$ cat config.mk
export PLATFORM = sky130hd
export DESIGN_NAME = fifo_umbrales
export DESIGN_NICKNAME = d
export VERILOG_FILES = /design/src/rtl/fifo_umbrales.sv
export SDC_FILE = /design/constraint.sdc
export NUM_CORES = 1
export LEC_CHECK = 0
export CAP_MARGIN = 15
export CORE_MARGIN = 5
export CORE_UTILIZATION = 55
export DETAILED_ROUTE_END_ITERATION = 6
export PLACE_DENSITY_LB_ADDON = 0.25
export SLEW_MARGIN = 20
export SYNTH_ARGS = -nofsm -noshare
export SYNTH_HDL_FRONTEND = slang
export SYNTH_SLANG_ARGS = --single-unit
$ cat constraint.sdc
create_clock -name clk -period 2.9 [get_ports clk]
set_input_delay 0.725 -clock clk [delete_from_list [all_inputs] [get_ports clk]]
set_output_delay 0.725 -clock clk [all_outputs]
set_load 0.03 [all_outputs]
$ cat src/rtl/fifo_umbrales.sv
// Synchronous FIFO for one virtual channel, with occupancy flags and
// programmable low/high thresholds for flow control.
module fifo_umbrales #(
    parameter int unsigned DATA_WIDTH   = 6,
    parameter int unsigned ADDR_WIDTH   = 3,
    parameter int unsigned UMBRALES_L_H = 8
) (
    input  logic                    clk,
    input  logic                    reset,
    input  logic                    push,
    input  logic [DATA_WIDTH-1:0]   data_in,
    input  logic                    pop,
    input  logic [UMBRALES_L_H-1:0] umbral_L,
    input  logic [UMBRALES_L_H-1:0] umbral_H,
    output logic [DATA_WIDTH-1:0]   data_out,
    output logic                    valid_out,
    output logic [ADDR_WIDTH:0]     count,
    output logic                    empty,
    output logic                    full,
    output logic                    almost_empty,
    output logic                    almost_full,
    output logic                    error
);

    localparam int unsigned DEPTH = 1 << ADDR_WIDTH;
    localparam int unsigned CW    = ADDR_WIDTH + 1;

    logic [DATA_WIDTH-1:0] r_mem [DEPTH];
    logic [ADDR_WIDTH-1:0] r_wr_ptr;
    logic [ADDR_WIDTH-1:0] r_rd_ptr;
    logic [CW-1:0]         r_count;
    logic [DATA_WIDTH-1:0] r_data_out;
    logic                  r_valid_out;
    logic                  r_error;

    logic w_pop_ok;
    logic w_push_ok;
    logic w_overflow;
    logic w_underflow;

    // Flags derive only from the registered count and the live thresholds.
    assign empty        = (r_count == CW'(0));
    assign full         = (r_count == CW'(DEPTH));
    assign almost_empty = (UMBRALES_L_H'(r_count) <= umbral_L);
    assign almost_full  = (UMBRALES_L_H'(r_count) >= umbral_H);

    assign w_pop_ok    = pop && !empty;
    assign w_push_ok   = push && (!full || w_pop_ok);
    assign w_overflow  = push && !w_push_ok;
    assign w_underflow = pop && empty;

    assign data_out  = r_data_out;
    assign valid_out = r_valid_out;
    assign count     = r_count;
    assign error     = r_error;

    always_ff @(posedge clk) begin
        if (reset) begin
            r_wr_ptr    <= '0;
            r_rd_ptr    <= '0;
            r_count     <= '0;
            r_data_out  <= '0;
            r_valid_out <= 1'b0;
            r_error     <= 1'b0;
            for (int i = 0; i < int'(DEPTH); i++) begin
                r_mem[i] <= '0;
            end
        end else begin
            if (w_push_ok) begin
                r_mem[r_wr_ptr] <= data_in;
                r_wr_ptr        <= r_wr_ptr + ADDR_WIDTH'(1);
            end
            // Read sees the pre-edge array contents, so push+pop when full is read-before-write.
            r_valid_out <= w_pop_ok;
            if (w_pop_ok) begin
                r_data_out <= r_mem[r_rd_ptr];
                r_rd_ptr   <= r_rd_ptr + ADDR_WIDTH'(1);
            end
            case ({w_push_ok, w_pop_ok})
                2'b10:   r_count <= r_count + CW'(1);
                2'b01:   r_count <= r_count - CW'(1);
                default: r_count <= r_count;
            endcase
            if (w_overflow || w_underflow) begin
                r_error <= 1'b1;
            end
        end
    end

endmodule

==> flow_results.xml <==
<?xml version="1.0" encoding="UTF-8"?>
<metrics>
  <group name="die">
    <metric name="start_util" unit="%">56.58</metric>
    <metric name="floorplan.die.height" unit="um">88.27</metric>
    <metric name="core_area" unit="sq um">5956</metric>
    <metric name="rows" unit="">28</metric>
    <metric name="fp.dieArea" unit="sq um">7792</metric>
    <metric name="die_w" unit="um">88.27</metric>
    <metric name="design.portCount" unit="">42</metric>
  </group>
  <group name="place">
    <metric name="gp_congestion" unit="">0.7706</metric>
    <metric name="buffer_ports.inserted" unit="">41</metric>
    <metric name="post_placement_setup_slack" unit="ns">-0.1187</metric>
    <metric name="detail_placement_hpwl" unit="um">4959</metric>
    <metric name="dp.cells" unit="">389</metric>
  </group>
  <group name="worst_setup_path">
    <metric name="crit_required" unit="ns">2.17</metric>
    <metric name="critical_path_arrival" unit="ns">2.11</metric>
    <metric name="start_kind" unit="">primary input</metric>
    <metric name="setup.worst_path.class" unit="">primary input to output pin</metric>
    <metric name="reg2regPathDepth" unit="">8</metric>
    <metric name="timing.critical_path.to_type" unit="">output pin</metric>
    <metric name="path_max_fanout" unit="">2</metric>
  </group>
  <group name="global_routing">
    <metric name="first_global_vias" unit="">2168</metric>
    <metric name="grt_max_degree" unit="">16</metric>
    <metric name="globalRouteOverflowTotal" unit="">0</metric>
    <metric name="global_route.usage.total" unit="%">18.88</metric>
    <metric name="first_pass_grt_wire_length" unit="um">10890</metric>
    <metric name="grt_antenna_before_repair" unit="">0</metric>
  </group>
  <group name="detailed_routing">
    <metric name="route.detailed.drc" unit="">0</metric>
    <metric name="routed_wire_length_per_instance" unit="um">16.01</metric>
    <metric name="routed_wl" unit="um">6484</metric>
    <metric name="drtAntennaViolNets" unit="">0</metric>
    <metric name="first_pass_iters" unit="">5</metric>
    <metric name="dr_total_vias" unit="">2267</metric>
    <metric name="detail_route.iter0.violations" unit="">209</metric>
    <metric name="post_drt_via_cell_ratio" unit="">5.598</metric>
  </group>
  <group name="cts">
    <metric name="cts.clk_slew.worst_paths" unit="ns">0.07</metric>
    <metric name="cts_max_level" unit="">3</metric>
    <metric name="worst_skew_pair.late_latency" unit="ns">0.35</metric>
    <metric name="cts_buffer_depth" unit="">2</metric>
    <metric name="tritoncts.num_buffers" unit="">9</metric>
    <metric name="clock-sinks" unit="">66</metric>
    <metric name="cts_tree" unit="">built</metric>
    <metric name="clock_tree.root_cell" unit="">sky130_fd_sc_hd__clkbuf_8</metric>
  </group>
  <group name="logic_synthesis">
    <metric name="synth_xor_xnor_area_share" unit="%">1.560</metric>
    <metric name="synthAdderAreaFrac" unit="%">5.050</metric>
    <metric name="mappedNetlistArea" unit="sq um">3369</metric>
    <metric name="yosys-top-cells-area" unit="">sky130_fd_sc_hd__edfxtp_1 43%, sky130_fd_sc_hd__dfxtp_1 11%, sky130_fd_sc_hd__mux4_2 8.0%</metric>
    <metric name="syn_nets" unit="">319</metric>
    <metric name="synthesis.instances" unit="">280</metric>
    <metric name="synth_largest_type_area_fraction" unit="%">42.78</metric>
    <metric name="postSynth.asyncResetShare" unit="%">0</metric>
    <metric name="synth.ff_latch_count" unit="">66</metric>
    <metric name="synth_simple_gate_area_share" unit="%">16.86</metric>
    <metric name="seq_area_frac_synth" unit="%">53.47</metric>
    <metric name="synthMuxAreaShare" unit="%">11.03</metric>
    <metric name="synth_top_family_by_area" unit="">simple AND/OR/NAND/NOR gates</metric>
    <metric name="synth_ff_type" unit="">sky130_fd_sc_hd__edfxtp_1</metric>
    <metric name="postSynthAreaPerCell" unit="sq um">12.03</metric>
    <metric name="synthDistinctLibCells" unit="">48</metric>
    <metric name="synth_compound_area_share" unit="%">8.132</metric>
    <metric name="yosys.area.top_type" unit="">sky130_fd_sc_hd__edfxtp_1</metric>
    <metric name="yosysWarningCount" unit="">0</metric>
    <metric name="synth_enable_flop_cells" unit="">48</metric>
  </group>
  <group name="cells_and_area">
    <metric name="post_route_cells_drive_above_1_share" unit="%">14.24</metric>
    <metric name="final.fill_count" unit="">458</metric>
    <metric name="postLayoutCoreUtil" unit="%">67.71</metric>
    <metric name="antenna_fix_cells" unit="">0</metric>
    <metric name="final_cells" unit="">405</metric>
    <metric name="syn_to_final_growth" unit="%">19.68</metric>
    <metric name="nets" unit="">364</metric>
  </group>
  <group name="hold_path">
    <metric name="worstHoldPathCells" unit="">1</metric>
    <metric name="hold_path.class" unit="">flip-flop to flip-flop</metric>
  </group>
  <group name="sta">
    <metric name="finalSetupViolCount" unit="">0</metric>
    <metric name="fmax" unit="GHz">0.3522</metric>
    <metric name="tns" unit="ns">0</metric>
    <metric name="maxSlewViolCount" unit="">0</metric>
    <metric name="final_hold_viol_count" unit="">0</metric>
    <metric name="final.period_utilization" unit="%">97.90</metric>
    <metric name="finalWorstSetupSlack" unit="ns">0.06093</metric>
    <metric name="clock-skew-final" unit="ns">0.01250</metric>
    <metric name="slew_headroom" unit="%">55.93</metric>
    <metric name="final.min_clock_period" unit="ns">2.839</metric>
    <metric name="worst_pin_slew" unit="ns">0.6601</metric>
    <metric name="rsz0062_at_grt" unit="">false</metric>
  </group>
  <group name="power_and_ir_drop">
    <metric name="power.total" unit="uW">3233</metric>
    <metric name="power.density_cell_area" unit="nW/um^2">801.8</metric>
    <metric name="vdd_ir_drop_max" unit="mV">0.4273</metric>
    <metric name="power.leakage" unit="uW">0.001532</metric>
  </group>
  <group name="job">
    <metric name="drv.max_cap_violation_count" unit="">0</metric>
  </group>
  <group name="outcome">
    <metric name="status" unit="">completed</metric>
  </group>
</metrics>
## cells in the final DEF, fill, tap and decap left out, types with 5 or more instances in the layout
cell type	count
sky130_fd_sc_hd__o21ai_0	9
sky130_fd_sc_hd__nand3_1	6
sky130_fd_sc_hd__a21oi_1	10
sky130_fd_sc_hd__clkdlybuf4s50_1	38
sky130_fd_sc_hd__dfxtp_1	17
sky130_fd_sc_hd__nor2b_1	6
sky130_fd_sc_hd__buf_4	9
sky130_fd_sc_hd__edfxtp_1	48
sky130_fd_sc_hd__nand2_1	17
sky130_fd_sc_hd__nor2_1	40
sky130_fd_sc_hd__mux2i_1	9
sky130_fd_sc_hd__xnor2_1	5
sky130_fd_sc_hd__ha_1	12
sky130_fd_sc_hd__clkbuf_8	9
sky130_fd_sc_hd__inv_1	11
sky130_fd_sc_hd__and2_1	25
sky130_fd_sc_hd__mux4_2	12
## registers in the layout (all words and copies together) (netlist names)
signal	count
r_mem	48
error	1
r_wr_ptr	3
valid_out	1
data_out	6
count	4
r_rd_ptr	3
## worst max-delay path, cell delays in order
cell and delay [ns]:
sky130_fd_sc_hd__clkdlybuf4s50_1 0.45, sky130_fd_sc_hd__inv_1 0.04, sky130_fd_sc_hd__ha_1 0.28, sky130_fd_sc_hd__o21a_1 0.11
sky130_fd_sc_hd__o21a_1 0.18, sky130_fd_sc_hd__o211ai_1 0.15, sky130_fd_sc_hd__buf_4 0.18
## synth_stat cells (2+ instances only)
cell type / count
sky130_fd_sc_hd__clkbuf_8: 2
sky130_fd_sc_hd__inv_1: 11
sky130_fd_sc_hd__xnor2_1: 5
sky130_fd_sc_hd__nand3_1: 6
sky130_fd_sc_hd__nand3b_1: 2
sky130_fd_sc_hd__buf_2: 2
sky130_fd_sc_hd__nor2b_1: 6
sky130_fd_sc_hd__dfxtp_1: 18
sky130_fd_sc_hd__mux2i_1: 9
sky130_fd_sc_hd__buf_4: 2
sky130_fd_sc_hd__and2_1: 25
sky130_fd_sc_hd__nor4_1: 3
sky130_fd_sc_hd__nor2_1: 40
sky130_fd_sc_hd__clkbuf_1: 6
sky130_fd_sc_hd__a21oi_1: 10
sky130_fd_sc_hd__nand4_1: 2
sky130_fd_sc_hd__nand2b_1: 3
sky130_fd_sc_hd__mux4_2: 12
sky130_fd_sc_hd__a21o_1: 3
sky130_fd_sc_hd__edfxtp_1: 48
sky130_fd_sc_hd__ha_1: 12
sky130_fd_sc_hd__nand2_1: 17
sky130_fd_sc_hd__o21a_1: 3
sky130_fd_sc_hd__o21ai_0: 9
## metrics by stage
stage,hold WS [ns],cell area [sq um]
finish,0.4731,4033
global route,0.5124,4033
floorplan,0.6466,3369
global placement,0.4470,3831
CTS,0.4801,4031
detailed placement,0.4638,3831
## logic make-up after synthesis
kind of cell / Yosys count
compound gates: 37
flops: 66
mux: 22
fa+ha+maj: 13
buf+inv: 25
xor+xnor: 6
simple gates: 111
## where the power goes
group	switching [uW]	internal (uW)	leakage, uW
Combinational	585	553	0.000784
Sequential	170	1140	0.000648
Clock	377	404	0.000100
Total	1130	2100	0.00153
## cell type report
cell class                 count  area [sq um]  area share (%)
timing repair buffer          48         456.7           11.32
inverter                      11         41.29           1.024
sequential                    66          1803           44.71
multi-input combinational    189          1436           35.62
clock buffer                   9         123.9           3.072
tap                           75         93.84           2.327
clock inverter                 7         77.57           1.924
## worst paths after layout
| path | startpoint | end | slack (ns) |
|---|---|---|---|
| max | umbral_L[2] | almost_empty | 0.06 |
| min | error | error | 0.47 |
| max reg2reg | count[3] | count[3] | 0.67 |
| min reg2reg | error | error | 0.47 |
## routing by layer
metal | track usage, % | vias up | share of wire (%)
li1 | - | 1101 | -
met1 | 25.28 | 1101 | 45
met2 | 29.91 | 53 | 48
met3 | 3.724 | 12 | 4.7
met4 | 8.654 | 0 | 2.2
met5 | 0 | - | 0
## repair_timing
action / 4_1_cts / 5_1_grt
hold buffers: 0 / 0
setup buffers: 0 / 0
gates resized for setup: 1 / 2
setup endpoints to repair: 1 / 2
pin swaps: 4 / 2
(Power assumes the default switching activity.)
